### config.mk
export PLATFORM = sky130hd
export DESIGN_NAME = sha256_padder
export DESIGN_NICKNAME = d
export VERILOG_FILES = /design/src/rtl/sha256_padder.sv
export SDC_FILE = /design/constraint.sdc
export NUM_CORES = 1
export LEC_CHECK = 0
export CAP_MARGIN = 20
export CORE_MARGIN = 2
export CORE_UTILIZATION = 42
export CTS_CLUSTER_SIZE = 28
export DETAILED_ROUTE_END_ITERATION = 10
export GPL_TIMING_DRIVEN = 0
export PLACE_DENSITY = 0.7
export REMOVE_ABC_BUFFERS = 1
export SETUP_SLACK_MARGIN = 0.2
export SKIP_CTS_REPAIR_TIMING = 1
export SLEW_MARGIN = 20
export SYNTH_ARGS = -nofsm -noshare
export SYNTH_HDL_FRONTEND = slang
export SYNTH_SLANG_ARGS = --single-unit
### constraint.sdc
create_clock -name clk -period 4.53 [get_ports clk]
set_clock_uncertainty 0.2 [all_clocks]
set_input_delay 0.906 -clock clk [delete_from_list [all_inputs] [get_ports clk]]
set_output_delay 0.906 -clock clk [all_outputs]
set_load 0.005 [all_outputs]
### src/rtl/sha256_padder.sv
// SHA-256 message padder: packs a byte stream into 512-bit blocks, appends the
// 0x80 marker, zero fill and the 64-bit big-endian bit length, and hands each
// block to the hash core over a valid/ready handshake.
//
// Byte i of a block lives in block[511-8*i -: 8]. Numbered MSB-first, that is
// the same placement as block[i*8 +: 8] on a [0:511] vector, so the port can be
// wired straight to a core whose input is declared [0:511].
module sha256_padder #(
    parameter int unsigned LEN_W = 32
) (
    input  logic         clk,
    input  logic         reset,
    input  logic [7:0]   in_data,
    input  logic         in_valid,
    output logic         in_ready,
    input  logic         eom,
    output logic [511:0] block,
    output logic         block_valid,
    input  logic         block_ready,
    output logic         block_last
);

    typedef enum logic [1:0] {StFill, StPad, StPad2, StOut} state_e;

    state_e             state_q;
    logic [5:0]         idx_q;
    logic [LEN_W-1:0]   count_q;
    logic               need2_q;
    logic               eom_pend_q;
    logic [511:0]       block_q;
    logic               valid_q;
    logic               last_q;
    logic               in_ready_q;

    logic               accept;
    logic               eom_take;
    logic               handshake;
    logic [63:0]        len_bits;
    logic [511:0]       fill_blk;
    logic [511:0]       pad_blk;
    logic [511:0]       pad2_blk;

    assign in_ready    = in_ready_q;
    assign block       = block_q;
    assign block_valid = valid_q;
    assign block_last  = last_q;

    // Handshake qualifiers; in_ready_q is only high in StFill.
    always_comb begin
        accept    = in_valid && in_ready_q;
        eom_take  = eom && in_ready_q;
        handshake = valid_q && block_ready;
    end

    // Candidate block images: byte insert, first padding block, length-only block.
    always_comb begin
        // Bit length modulo 2^(LEN_W+3); LEN_W <= 61 keeps it inside 64 bits.
        len_bits = 64'(count_q) << 3;
        fill_blk = block_q;
        pad_blk  = '0;
        pad2_blk = {448'b0, len_bits};
        for (int i = 0; i < 64; i++) begin
            if (idx_q == 6'(i)) begin
                fill_blk[511-8*i -: 8] = in_data;
            end
            if (6'(i) < idx_q) begin
                pad_blk[511-8*i -: 8] = block_q[511-8*i -: 8];
            end else if (6'(i) == idx_q) begin
                pad_blk[511-8*i -: 8] = 8'h80;
            end else begin
                pad_blk[511-8*i -: 8] = 8'h00;
            end
        end
        if (idx_q <= 6'd55) begin
            pad_blk[63:0] = len_bits;
        end
    end

    // Control FSM with all state and outputs registered.
    always_ff @(posedge clk) begin
        if (!reset) begin
            state_q    <= StFill;
            idx_q      <= '0;
            count_q    <= '0;
            need2_q    <= 1'b0;
            eom_pend_q <= 1'b0;
            block_q    <= '0;
            valid_q    <= 1'b0;
            last_q     <= 1'b0;
            in_ready_q <= 1'b0;
        end else begin
            unique case (state_q)
                StFill: begin
                    if (accept) begin
                        block_q <= fill_blk;
                        idx_q   <= idx_q + 6'd1;
                        count_q <= count_q + LEN_W'(1);
                    end
                    if (accept && idx_q == 6'd63) begin
                        // Full block: emit raw data, remember a coincident eom.
                        state_q    <= StOut;
                        valid_q    <= 1'b1;
                        last_q     <= 1'b0;
                        in_ready_q <= 1'b0;
                        eom_pend_q <= eom_take;
                    end else if (eom_take) begin
                        state_q    <= StPad;
                        in_ready_q <= 1'b0;
                    end else begin
                        in_ready_q <= 1'b1;
                    end
                end
                StPad: begin
                    block_q <= pad_blk;
                    last_q  <= (idx_q <= 6'd55);
                    need2_q <= (idx_q > 6'd55);
                    valid_q <= 1'b1;
                    state_q <= StOut;
                end
                StPad2: begin
                    block_q <= pad2_blk;
                    last_q  <= 1'b1;
                    need2_q <= 1'b0;
                    valid_q <= 1'b1;
                    state_q <= StOut;
                end
                StOut: begin
                    if (handshake) begin
                        valid_q <= 1'b0;
                        if (need2_q) begin
                            state_q <= StPad2;
                        end else if (eom_pend_q) begin
                            // Message ended exactly on a block boundary: marker at byte 0.
                            idx_q      <= '0;
                            eom_pend_q <= 1'b0;
                            state_q    <= StPad;
                        end else begin
                            idx_q      <= '0;
                            in_ready_q <= 1'b1;
                            state_q    <= StFill;
                            if (last_q) begin
                                count_q <= '0;
                            end
                        end
                    end
                end
            endcase
        end
    end

endmodule

# ---- Word-level counts from Yosys, hierarchy flattened
# Index checks and enable logic that the tools add are counted.
dict set report word_totals {
  input_bits 13
  out_inout_bits 515
  ff_bits 557
  elab_cells 712
}
dict set report classes {
  add_sub_neg 2
  muxes 227
  reduce_logical 81
  n_lt_le_gt_ge 66
  n_eq_ne 264
}
# operator n
set ops {}
lappend ops {{2-to-1 mux 8 bit} 192}
lappend ops {{case mux 512 bit (3 select lines)} 1}
lappend ops {{2-to-1 mux 512 bit} 1}
lappend ops {{AND reduction 4 bit} 67}
lappend ops {{!= test 2 bit, second input constant} 126}
lappend ops {{== test 6 bit, first input constant} 32}
lappend ops {{== test 6 bit, second input constant} 32}
lappend ops {{less-than comparator 6 bit, first input constant} 32}
lappend ops {{2-to-1 mux 32 bit} 5}
lappend ops {{== test 5 x 6 -> 1 bit, first input constant} 16}
lappend ops {{== test 6 x 5 -> 1 bit, second input constant} 16}
lappend ops {{less-than comparator 5 x 6 -> 1 bit, first input constant} 16}
lappend ops {{2-to-1 mux 64 bit} 1}
lappend ops {{case mux 32 bit (2 select lines)} 1}
lappend ops {{== test 4 x 6 -> 1 bit, first input constant} 8}
lappend ops {{== test 6 x 4 -> 1 bit, second input constant} 8}
lappend ops {{less-than comparator 4 x 6 -> 1 bit, first input constant} 8}
lappend ops {{adder 32 x 1 -> 32 bit, second input constant} 1}
lappend ops {{!= test 3 bit, second input constant} 9}
lappend ops {{== test 3 x 6 -> 1 bit, first input constant} 4}
lappend ops {{== test 6 x 3 -> 1 bit, second input constant} 4}
lappend ops {{less-than comparator 3 x 6 -> 1 bit, first input constant} 4}
lappend ops {{2-to-1 mux 6 bit} 3}
lappend ops {{== test 2 x 6 -> 1 bit, first input constant} 2}
lappend ops {{other kinds (24)} 51}

# ---- Logic depth before layout (Yosys ltp)
dict set report depth {
  ltp_word 5
  mapped_depth 10
  mapped_depth_nobuf 6
}

# ---- Least setup slack after synthesis
# No wires, ideal clock.
dict set report synth_timing {
  kind {input to register}
  from {in reset}
  to {reg count_q[17]}
  cell_stages 6
  setup_ns 0.101
  arrival_ns 2.182
  required_ns 4.229
  path_buffers 2
  setup_slack_ns 2.047
  cell_sequence {clkbuf_1 > clkinv_1 > a31oi_4 > clkbuf_2 > or2b_1 > o41ai_1}
}
# item line_no
set synth_rtl {}
lappend synth_rtl {{from (decl)} 12} ;# input logic reset,
lappend synth_rtl {{to (signal assigned)} 97} ;# count_q <= count_q + LEN_W'(1);
lappend synth_rtl {{to (decl)} 27} ;# logic [LEN_W-1:0] count_q;

==> results.py <==
metrics = {
    "outcome": {
        "outcome": "complete, no violations",
    },
    "finish": {
        "finalNonFillerCells": 3802,
        "layout-drive-gt1-share_pct": 8.08,
        "postLayoutCellArea_um2": 32000,
        "final_core_util_pct": 56.6,
        "fill_cells": 4918,
        "syn_to_final_growth_pct": 32.9,
        "n_antenna_cell": 0,
        "fin_nets": 3022,
    },
    "floorplanning": {
        "die_area_um2": 59300,
        "initial_utilization_pct": 42.6,
        "pin_count": 528,
        "fp.dieH_um": 244,
        "core_area_um2": 56600,
        "fp.dieW_um": 244,
        "placementRows": 87,
    },
    "yosys": {
        "postSynthCellCount": 2615,
        "synth_top_area_cell": "dfxtp_1",
        "yosys-top-cells-count": "dfxtp_1 (557), nand2_1 (408), mux2i_1 (336)",
        "ys_types": 100,
        "synth_compound_area_share_pct": 17.6,
        "synth_fa_ha_area_share_pct": 0.519,
        "avgSynthCellArea_um2": 9.22,
        "synth_top_area_share_pct": 46.3,
        "synthXorXnorAreaFrac_pct": 0.145,
        "ys_ff_latch": 557,
        "synth_ff_type": "dfxtp_1",
        "synth_top_family_by_area": "compound AO/OA/AOI/OAI gates",
        "seq_area_frac_synth_pct": 46.3,
        "async_reset_ff_share_pct": 0,
        "synth_edf_count": 0,
        "synth_area_um2": 24100,
        "synth-simple-area-share_pct": 16.7,
        "synthMuxAreaShare_pct": 14.0,
        "synth_area_leaders": "dfxtp_1 (46%), mux2i_1 (14%), nand2_1 (6.4%)",
        "yosysWarnings": 0,
        "yosysMostFrequentCell": "dfxtp_1",
    },
    "setup_path": {
        "slowest_stage": "a31oi_4",
        "timing.critical_path.buf_inv": 4,
        "critPathMaxStageDelay_ns": 0.90,
        "reg2reg_slack_ns": 0.82,
        "worstSetupEndpointType": "flop",
        "crit_required_ns": 4.84,
        "start_kind": "input pin",
        "crit_chain": "buf_8 > buf_16 > clkinv_4 > buf_16 > a31oi_4 > or2b_1 > o41ai_1",
        "arrival_ns": 4.24,
        "path_class": "in -> reg",
        "critPathTopFamily": "buffers and inverters",
        "crit_fanout": 119,
        "crit_top_cell": "buf_16",
    },
    "cts": {
        "numCtsBuffers": 58,
        "ctsRootBufferMaster": "clkbuf_16",
        "cts.sink_count": 557,
        "cts_tree": "built",
        "clk_path_buf_depth": 3,
        "clk_pin_slew_worst_paths_ns": 0.06,
        "h-tree-depth": 2,
        "clock_latency_ns": 0.63,
    },
    "placed_design": {
        "gp_congestion": 0.857,
        "dp_hpwl_mm": 61.2,
        "dpl_worst_slack_ns": -0.000443,
        "dpl.cell_count": 3694,
        "place.port_buffers": 527,
        "placed_area_um2": 30000,
    },
    "timing": {
        "setup_slack_ns": 0.597,
        "rsz0062_at_grt": "false",
        "period_share_pct": 86.8,
        "fmaxAchievable_ghz": 0.254,
        "finalSetupViolations": 0,
        "finalMaxSlewViolations": 0,
        "min_period_ns": 3.93,
        "timing.hold.ws_ns": 0.254,
        "hold_viol": 0,
        "slew_headroom_pct": 27.5,
        "worst_slew_pin_slew_ns": 1.09,
    },
    "job": {
        "cap_violations": 0,
    },
    "global_route": {
        "grt_pass1_wl_mm": 134,
        "grt_usage_pct": 28.9,
        "overflow": 0,
        "antenna_found_initial": 0,
        "grt_pass1_vias": 21800,
        "grt_max_degree": 128,
    },
    "route": {
        "post-route-drc-count": 0,
        "dr.pass1.iters": 6,
        "drtIter0Drc": 1653,
        "wl_per_cell_um": 23.5,
        "via_count": 22200,
        "ant_nets": 0,
        "vias_per_cell": 5.83,
        "wirelength_mm": 89.5,
    },
    "power": {
        "max-vdd-ir-drop_v": 0.000395,
        "powerDensity_nw_per_um2": 675,
        "leakagePower_nw": 12.5,
    },
    "hold_path": {
        "hp-class": "reg -> reg",
    },
}
==> worst paths after layout <==
kind                            startpoint     endpoint  depth (start not counted)
worst min-delay path            block[375]   block[375]                          2
worst max register to register  state_q[1]   block[100]                          7
worst max-delay path                 reset  count_q[18]                          7
worst min register to register  block[375]   block[375]                          2
==> placed cells by master, fill, tap and decap left out, drive strengths merged, types with 8 or more instances in the layout <==
master         Yosys  final
a211oi            34     34
a21oi            257    257
buf               75     24
clkbuf           151     82
clkdlybuf4s50      0    526
clkinv             2     12
dfxtp            557    557
ha                10     10
inv               19     22
mux2i            336    336
nand2            409    409
nand2b            23     23
nand3            175    175
nand4             14     14
nand4b             9      9
nand4bb            8      8
nor2              27     27
nor2b              9      9
nor3              41     41
nor4              11     11
o211ai            16     16
o21a              12     12
o21ai            243    243
o311ai            13     13
o31ai             32     32
o41ai             12     12
or2b               8      8
or4               11     11
==> per-layer routing <==
metal	vias to the layer above	track usage [%]	routed length [um]	part of all wire, %
met2	1028	48.6	42500	47
met5	-	0	0	0
li1	10200	-	-	-
met3	204	6.72	7430	8.3
met1	10800	35.6	35900	40
met4	0	12.1	3650	4.1
==> power breakdown <==
| group | internal [mW] | leakage (nW) | switching (mW) |
|---|---|---|---|
| clock network | 3.02 | 0.995 | 2.06 |
| registers | 6.21 | 4.53 | 0.808 |
| logic | 4.24 | 7.01 | 5.29 |
==> worst reg2reg max path, cell delays in order, from the launching register on <==
cell and delay, ns:
dfxtp_1 0.34, inv_1 0.15, ha_4 0.50, buf_12 0.27, clkinv_1 0.70, a21oi_1 1.02
o21ai_0 0.21, a21oi_1 0.21
==> flip-flops by register name, summed over array words and instances (netlist names) <==
signal and count:
block_last 1, block 512, in_ready 1, need2_q 1
block_valid 1, count_q 32, state_q 2, idx_q 6
eom_pend_q 1
==> per-stage QoR <==
stage	TNS, ns	power (mW)
finish	0	21.6
global route	0	22.6
CTS	0	21.6
detailed placement	-0.000443	16.5
global placement	-7823.28	16.0
floorplan	-309.10	11.3
==> cell type report <==
class / count / area, um2 / share of cell area (%)
clock buffers: 82 / 1700 / 5.32
multi-input cells: 1811 / 12000 / 37.3
inverters: 21 / 83.8 / 0.262
repair buffers: 550 / 5830 / 18.2
well taps: 756 / 946 / 2.95
flip-flops and latches: 557 / 11200 / 34.9
clock inverters: 25 / 339 / 1.06
==> cells by family (layout without fill, tap and decap cells) <==
logic type / count (synthesis) / after routing
fa+ha+maj: 10 / 10
flops: 557 / 557
compound gates: 674 / 674
buf+inv: 247 / 678
mux: 336 / 336
simple gates: 787 / 787
xor+xnor: 4 / 4
(Power assumes the default switching activity.)
